$ cat src/rtl/mux_pipe_nx1.sv
// Two-stage pipelined N:1 word multiplexer with valid/ready flow control:
// stage 1 picks one word per group of eight, stage 2 picks the group.
// Optional feature macro: MUX_PIPE_OOR_ERR_EN (flag out-of-range selects on OOR, force Y to 0).

module mux_pipe_nx1 #(
   parameter int DATA_WIDTH = 32,
   parameter int NUM_INPUTS = 32,
   parameter int SEL_WIDTH  = 5
) (
   input  logic                             CLK,
   input  logic                             RST,
   input  logic [NUM_INPUTS*DATA_WIDTH-1:0] I,
   input  logic [SEL_WIDTH-1:0]             S,
   input  logic                             IN_VALID,
   output logic                             IN_READY,
   output logic [DATA_WIDTH-1:0]            Y,
   output logic                             OUT_VALID,
   input  logic                             OUT_READY,
   output logic                             OOR,
   output logic [15:0]                      XFER_CNT
);

   localparam int NUM_GROUPS = (NUM_INPUTS + 7) / 8;
   localparam int PAD_W      = NUM_GROUPS * 8 * DATA_WIDTH;
   // Select is widened so the group index always has at least one bit, even for tiny muxes.
   localparam int SEL_EXT_W  = (SEL_WIDTH < 4) ? 4 : SEL_WIDTH;
   localparam int HI_W       = SEL_EXT_W - 3;

   logic [SEL_EXT_W-1:0]  s_ext;
   logic [2:0]            s_lo;
   logic [HI_W-1:0]       s_hi;
   logic [PAD_W-1:0]      i_pad;
   logic [DATA_WIDTH-1:0] grp_word [NUM_GROUPS];
   logic                  adv;
   logic                  load1;
   logic                  load2;
   logic [DATA_WIDTH-1:0] y_sel;

   // Stage 1 state
   logic [DATA_WIDTH-1:0] p_d [NUM_GROUPS];
   logic [DATA_WIDTH-1:0] p_q [NUM_GROUPS];
   logic [HI_W-1:0]       s_hi_d, s_hi_q;
   logic                  v1_d, v1_q;

   // Stage 2 state
   logic [DATA_WIDTH-1:0] y_d, y_q;
   logic                  v2_d, v2_q;
   logic [15:0]           xfer_cnt_d, xfer_cnt_q;

`ifdef MUX_PIPE_OOR_ERR_EN
   logic                  range_oor;
   logic                  oor1_d, oor1_q;
   logic                  oor_d, oor_q;
`endif

   assign s_ext = SEL_EXT_W'(S);
   assign s_lo  = s_ext[2:0];
   assign s_hi  = s_ext[SEL_EXT_W-1:3];

   // Group-level 8:1 selection; the partial last group is padded with zero words.
   always_comb begin
      i_pad = PAD_W'(I);
      for (int g = 0; g < NUM_GROUPS; g++) begin
         // NOTE: every always_comb output gets a default first, so no path can infer a latch.
         grp_word[g] = '0;
         for (int j = 0; j < 8; j++) begin
            if (s_lo == 3'(j)) grp_word[g] = i_pad[(g*8 + j)*DATA_WIDTH +: DATA_WIDTH];
         end
      end
   end

   // Global stall: both stages advance together or hold together.
   assign adv   = !v2_q || OUT_READY;
   assign load1 = adv && IN_VALID;
   assign load2 = adv && v1_q;

   always_comb begin
      for (int g = 0; g < NUM_GROUPS; g++) begin
         p_d[g] = load1 ? grp_word[g] : p_q[g];
      end
      s_hi_d = load1 ? s_hi : s_hi_q;
      v1_d   = adv ? IN_VALID : v1_q;

      y_sel = '0;
      for (int g = 0; g < NUM_GROUPS; g++) begin
         if (s_hi_q == HI_W'(g)) y_sel = p_q[g];
      end
`ifdef MUX_PIPE_OOR_ERR_EN
      range_oor = (32'(S) >= NUM_INPUTS);
      oor1_d    = load1 ? range_oor : oor1_q;
      oor_d     = adv ? (v1_q && oor1_q) : oor_q;
      if (oor1_q) y_sel = '0;
`endif

      y_d        = load2 ? y_sel : y_q;
      v2_d       = adv ? v1_q : v2_q;
      xfer_cnt_d = xfer_cnt_q + 16'(v2_q && OUT_READY);
   end

   always_ff @(posedge CLK or negedge RST) begin
      if (!RST) begin
         // NOTE: the stage-1 word array is reset on purpose; after reset every data register reads 0.
         for (int g = 0; g < NUM_GROUPS; g++) begin
            p_q[g] <= '0;
         end
         s_hi_q     <= '0;
         v1_q       <= 1'b0;
         y_q        <= '0;
         v2_q       <= 1'b0;
         xfer_cnt_q <= '0;
`ifdef MUX_PIPE_OOR_ERR_EN
         oor1_q     <= 1'b0;
         oor_q      <= 1'b0;
`endif
      end else begin
         // NOTE: non-blocking assignments so every flop samples pre-edge values.
         for (int g = 0; g < NUM_GROUPS; g++) begin
            p_q[g] <= p_d[g];
         end
         s_hi_q     <= s_hi_d;
         v1_q       <= v1_d;
         y_q        <= y_d;
         v2_q       <= v2_d;
         xfer_cnt_q <= xfer_cnt_d;
`ifdef MUX_PIPE_OOR_ERR_EN
         oor1_q     <= oor1_d;
         oor_q      <= oor_d;
`endif
      end
   end

   assign IN_READY  = adv;
   assign Y         = y_q;
   assign OUT_VALID = v2_q;
   assign XFER_CNT  = xfer_cnt_q;
`ifdef MUX_PIPE_OOR_ERR_EN
   assign OOR       = oor_q;
`else
   assign OOR       = 1'b0;
`endif

endmodule

$ cat config.mk
export PLATFORM = sky130hd
export DESIGN_NAME = mux_pipe_nx1
export DESIGN_NICKNAME = d
export VERILOG_FILES = /design/src/rtl/mux_pipe_nx1.sv
export SDC_FILE = /design/constraint.sdc
export NUM_CORES = 1
export LEC_CHECK = 0
export CAP_MARGIN = 20
export CORE_AREA = 5 5 423 425
export CTS_BUF_LIST = sky130_fd_sc_hd__clkbuf_16
export DETAILED_ROUTE_END_ITERATION = 12
export DIE_AREA = 0 0 428 430
export GPL_ROUTABILITY_DRIVEN = 0
export PLACE_DENSITY_LB_ADDON = 0.05
export SYNTH_ARGS = -nofsm -noshare
export SYNTH_HDL_FRONTEND = slang
export SYNTH_SLANG_ARGS = --single-unit
$ cat constraint.sdc
create_clock -name CLK -period 2.6 [get_ports CLK]
set_input_delay 0.26 -clock CLK [delete_from_list [all_inputs] [get_ports CLK]]
set_output_delay 0.26 -clock CLK [all_outputs]
set_load 0.02 [all_outputs]
Word-level counts from Yosys, hierarchy flattened:

Cells that the tools add are included.

* $add $sub $neg: 1
* equal/unequal tests: 10
* mux-type cells: 36
* reductions and logical operators: 7

Operator list (number)
* 32-bit two-way mux: 36
* 16-bit by 1-bit adder with 16-bit output: 1
* 3-bit == test (second input constant): 4
* 3-bit by 2-bit == test with 1-bit output (second input constant): 2
* 2-bit == test (second input constant): 2
* 3-bit by 1-bit == test with 1-bit output (second input constant): 1
* 1-bit logical AND: 3
* 3-bit zero test: 1
* 2-bit by 1-bit == test with 1-bit output (second input constant): 1
* 2-bit zero test: 1
* 1-bit zero test: 1
* 1-bit logical OR: 1

* bits in registers: 180
* input bits: 1033
* output and inout port bits: 51
* word-level logic and storage cells: 63

Logic depth before layout (Yosys ltp):

* word-level depth: 9
* mapped depth: 9
* gate-level depth less buffers: 7

Worst setup path before layout:

No wires, ideal clock.

* path type: register -> register
* start: register v2_q (netlist: OUT_VALID)
* end: register p_q[100] in the netlist's numbering
* setup time: 0.141 ns
* arrival: 1.676 ns
* slack: 0.783 ns
* stages on the path, launching flop included: 7
* clock period less this slack: 1.817 ns
* cell sequence: dfrtp_1 nand2b_1 and2_1 buf_2 clkbuf_1 clkbuf_1 a31oi_1

* cells in the longest elaborated chain, start to end: 3

RTL lines
* start: declaration: RTL line 47 `logic v2_d, v2_q;`
* start signal: assignment: RTL line 123 `v2_q <= v2_d;`
* 1-bit zero test: RTL line 73 `assign adv = !v2_q || OUT_READY;`
* 1-bit logical OR: RTL line 73
* named net IN_READY: RTL line 15 `output logic IN_READY,`
* 1-bit logical AND: RTL line 74 `assign load1 = adv && IN_VALID;`
* end signal: indexed assignment: RTL line 118 `p_q[g] <= p_d[g];`
* end: declaration: RTL line 41 `logic [DATA_WIDTH-1:0] p_q [NUM_GROUPS];`

The timed path passes the listed nets, and every way through them passes these cells.
A chain may end at the register's enable or synchronous reset.

Final worst setup path:

* start: register v2_q (netlist: OUT_VALID)
* end: output port IN_READY

* cells in the longest elaborated chain, start to end: 2

RTL lines (RTL line)
* 1-bit zero test: 73
* 1-bit logical OR: 73
* end: declaration: 15

Every way passes these cells.

==> qor.csv <==
metric;value;unit
status;finished clean;
IO Pins;1084;
Detailed Route WL;165000;µm
critical path arrival;1.89;ns
M2 GR Usage;33.3;%
Post-synth top flop;dfrtp_1;
CP Class;flip-flop to primary output;
GRT Overall Usage;17.2;%
H-tree depth;4;
vias in the first global route;22400;
Routed Antenna Nets;0;
Die Area;184000;µm²
grt ovf;0;
CP endpoint kind;primary output;
final setup fails;0;
initial antenna violation count;132;
fin crit share;82.5;%
R2R cell count;6;
syn_nets;3063;
largest net degree at the start of global routing;100;
fillers;19700;
fraction of registers with async set/reset;100;%
CTS buffer count;17;
IO Port Bufs;1082;
Root Buffer;clkbuf_16;
drt via density;3.86;
M3 GR Usage;4.02;%
DR iter-0 viols;905;
Pleak;11.4;nW
Sum Neg Setup Slack;0;ns
CTS tree;yes;
Skew-Pair Late Insertion Delay;0.53;ns
synthesis-to-finish area growth;82.7;%
setup repair bufs after CTS;0;
Core Region;175000;µm²
Worst setup SP type;flip-flop;
Synth Register Bits;180;
dpl cells;5309;
Synth Warn #;0;
synth unique cells;40;
Mean Syn Cell Area;8.50;µm²
critical-path maximum fanout;6;
GRT busiest layer;met2;
FMAX;0.466;GHz
max_cap viols;0;
Worst-path clk slew;0.07;ns
Hold Crit Class;primary input to async pin;
Required @ worst endpoint;2.34;ns
FP Rows;154;
Post-Syn Area;17200;µm²
Max Slew Vio Count;0;
areal power density over the cells;439;nW/µm²
CTS max path bufs;2;
WL per Instance;30.8;µm
fraction of layout instances using a drive strength above 1;11.3;%
Vert. Die Dim;430;µm
DR pass1 iterations;5;
Hold Vio Cnt, Final;0;
Post-Layout Cell Count;5366;
DPL Wire Length;139000;µm
clock sink count;180;
unrepaired setup endpoints after global routing;false;
Vias;20700;
die width;428;µm
Rel. slew slack;34.8;%
Final Critical Period;2.15;ns
# resized after CTS;0;
Post-synth EDFFs;0;
Initial Util;9.85;%
M1 GR Usage;19.3;%
post-route cell area;31500;µm²
global-route wire length before repair;217000;µm
placed inst area;30900;µm²
Worst-Margin Slew;0.978;ns
Post-Syn Instances;2028;
Max IR drop VDD;585;µV
sequential area share after synthesis;26.1;%
DRC viols;0;
final worst clock skew;0.0144;ns
fin nets;4024;
-- layer usage --
| layer | wire length, µm | part of all wire, % |
|---|---|---|
| met2 | 89000 | 54 |
| met1 | 64900 | 39 |
| met4 | 2510 | 1.5 |
| met5 | 278 | 0.17 |
| met3 | 8350 | 5.1 |
-- cells in the final DEF (no fill, tap or decap), types with 4 or more instances in the layout --
| cell type | count |
|---|---|
| dfrtp_1 | 178 |
| a21oi_2 | 41 |
| or2_1 | 34 |
| o221ai_1 | 15 |
| and4b_1 | 42 |
| clkbuf_16 | 17 |
| and3b_1 | 42 |
| or2_0 | 37 |
| a31oi_1 | 42 |
| nor4_4 | 39 |
| a21oi_1 | 172 |
| o21ai_0 | 102 |
| buf_8 | 4 |
| nand3_1 | 49 |
| mux2i_1 | 113 |
| buf_4 | 51 |
| buf_12 | 31 |
| diode_2 | 25 |
| mux4_2 | 47 |
| nand2_1 | 267 |
| mux2_2 | 47 |
| nor2_1 | 116 |
| xor2_1 | 4 |
| and4bb_2 | 39 |
| o21a_1 | 71 |
| clkdlybuf4s50_1 | 1078 |
| o22ai_1 | 199 |
| xnor2_1 | 10 |
| o21ai_1 | 69 |
-- critical path: stages (launching register included) --
cell and delay [ns]:
dfrtp_1 0.41, nand2b_1 0.28, clkdlybuf4s50_1 0.69
-- state kept, by name, indices dropped and copies added (netlist names) --
signal and count:
OUT_VALID 1, XFER_CNT 16, Y 32, p_q 128, s_hi_q 2, v1_q 1
-- final timing paths --
kind / from / endpoint / slack, ns
min in group CLK: S[4] / s_hi_q[1] / 0.32
hold / removal: RST / p_q[127] / 0.29
hold reg to reg: p_q[30] / p_q[30] / 0.49
setup reg to reg: OUT_VALID / p_q[79] / 0.69
setup / recovery: OUT_VALID / IN_READY / 0.45
max in group asynchronous: RST / p_q[126] / 1.52
-- cells by family after synthesis --
kind of cell | Yosys count | share of synthesized area (%)
AO/OA/AOI/OAI | 711 | 24.6
AND/OR/NAND/NOR | 689 | 25.6
buffers and inverters | 224 | 6.99
multiplexers | 207 | 15.8
flip-flops | 180 | 26.1
XOR/XNOR | 14 | 0.711
adder cells (fa/ha/maj) | 2 | 0.145
other | 1 | 0.0217
-- cell usage after synthesis (all sizes together), types with 10 or more instances --
library cell	count	area, µm²
nand2	270	1010
a21oi	213	1220
o22ai	199	1240
dfrtp	180	4500
o21ai	171	856
buf	118	807
nor2	116	435
mux2i	113	1130
clkbuf	105	394
o21a	71	533
or2	71	444
nand3	50	255
mux2	47	529
mux4	47	1060
and3b	43	377
a31oi	42	263
and4b	42	420
nor4	42	867
and4bb	39	488
o221ai	15	131
xnor2	10	87.6
-- through the flow --
step                power [W]  hold slack, ns  utilization [%]  setup slack, ns
floorplan             0.00676         -0.0356                -            0.783
global placement       0.0113           0.260             17.6           0.0595
detailed placement     0.0113           0.259             17.6          0.00737
CTS                    0.0143           0.268             18.0            0.362
global route           0.0147           0.299             18.0            0.367
finish                 0.0138           0.290             18.0            0.455
-- final cells by class --
class	instances	area (µm²)	share of cell area, %
timing repair buffer	1165	11900	37.7
multi-input combinational	1624	11600	36.7
sequential	180	4510	14.3
tap	2340	2930	9.29
clock buffer	17	425	1.35
clock inverter	14	139	0.441
antenna	25	62.6	0.199
inverter	1	3.75	0.0119
-- repair_timing --
action                                  CTS  global route
endpoints found under the setup margin    0             0
hold endpoints to repair                 52             0
hold buffers                              1             0
-- where the power goes --
| part | total (W) | internal (W) | switching (W) | leakage [nW] |
|---|---|---|---|---|
| combinational | 0.00659 | 0.00343 | 0.00316 | 9.06 |
| clock | 0.00284 | 0.00141 | 0.00143 | 0.283 |
| sequential | 0.00441 | 0.00351 | 0.000900 | 2.08 |
| total | 0.0138 | 0.00835 | 0.00549 | 11.4 |
Note: power is estimated with default switching activity, not from simulation.
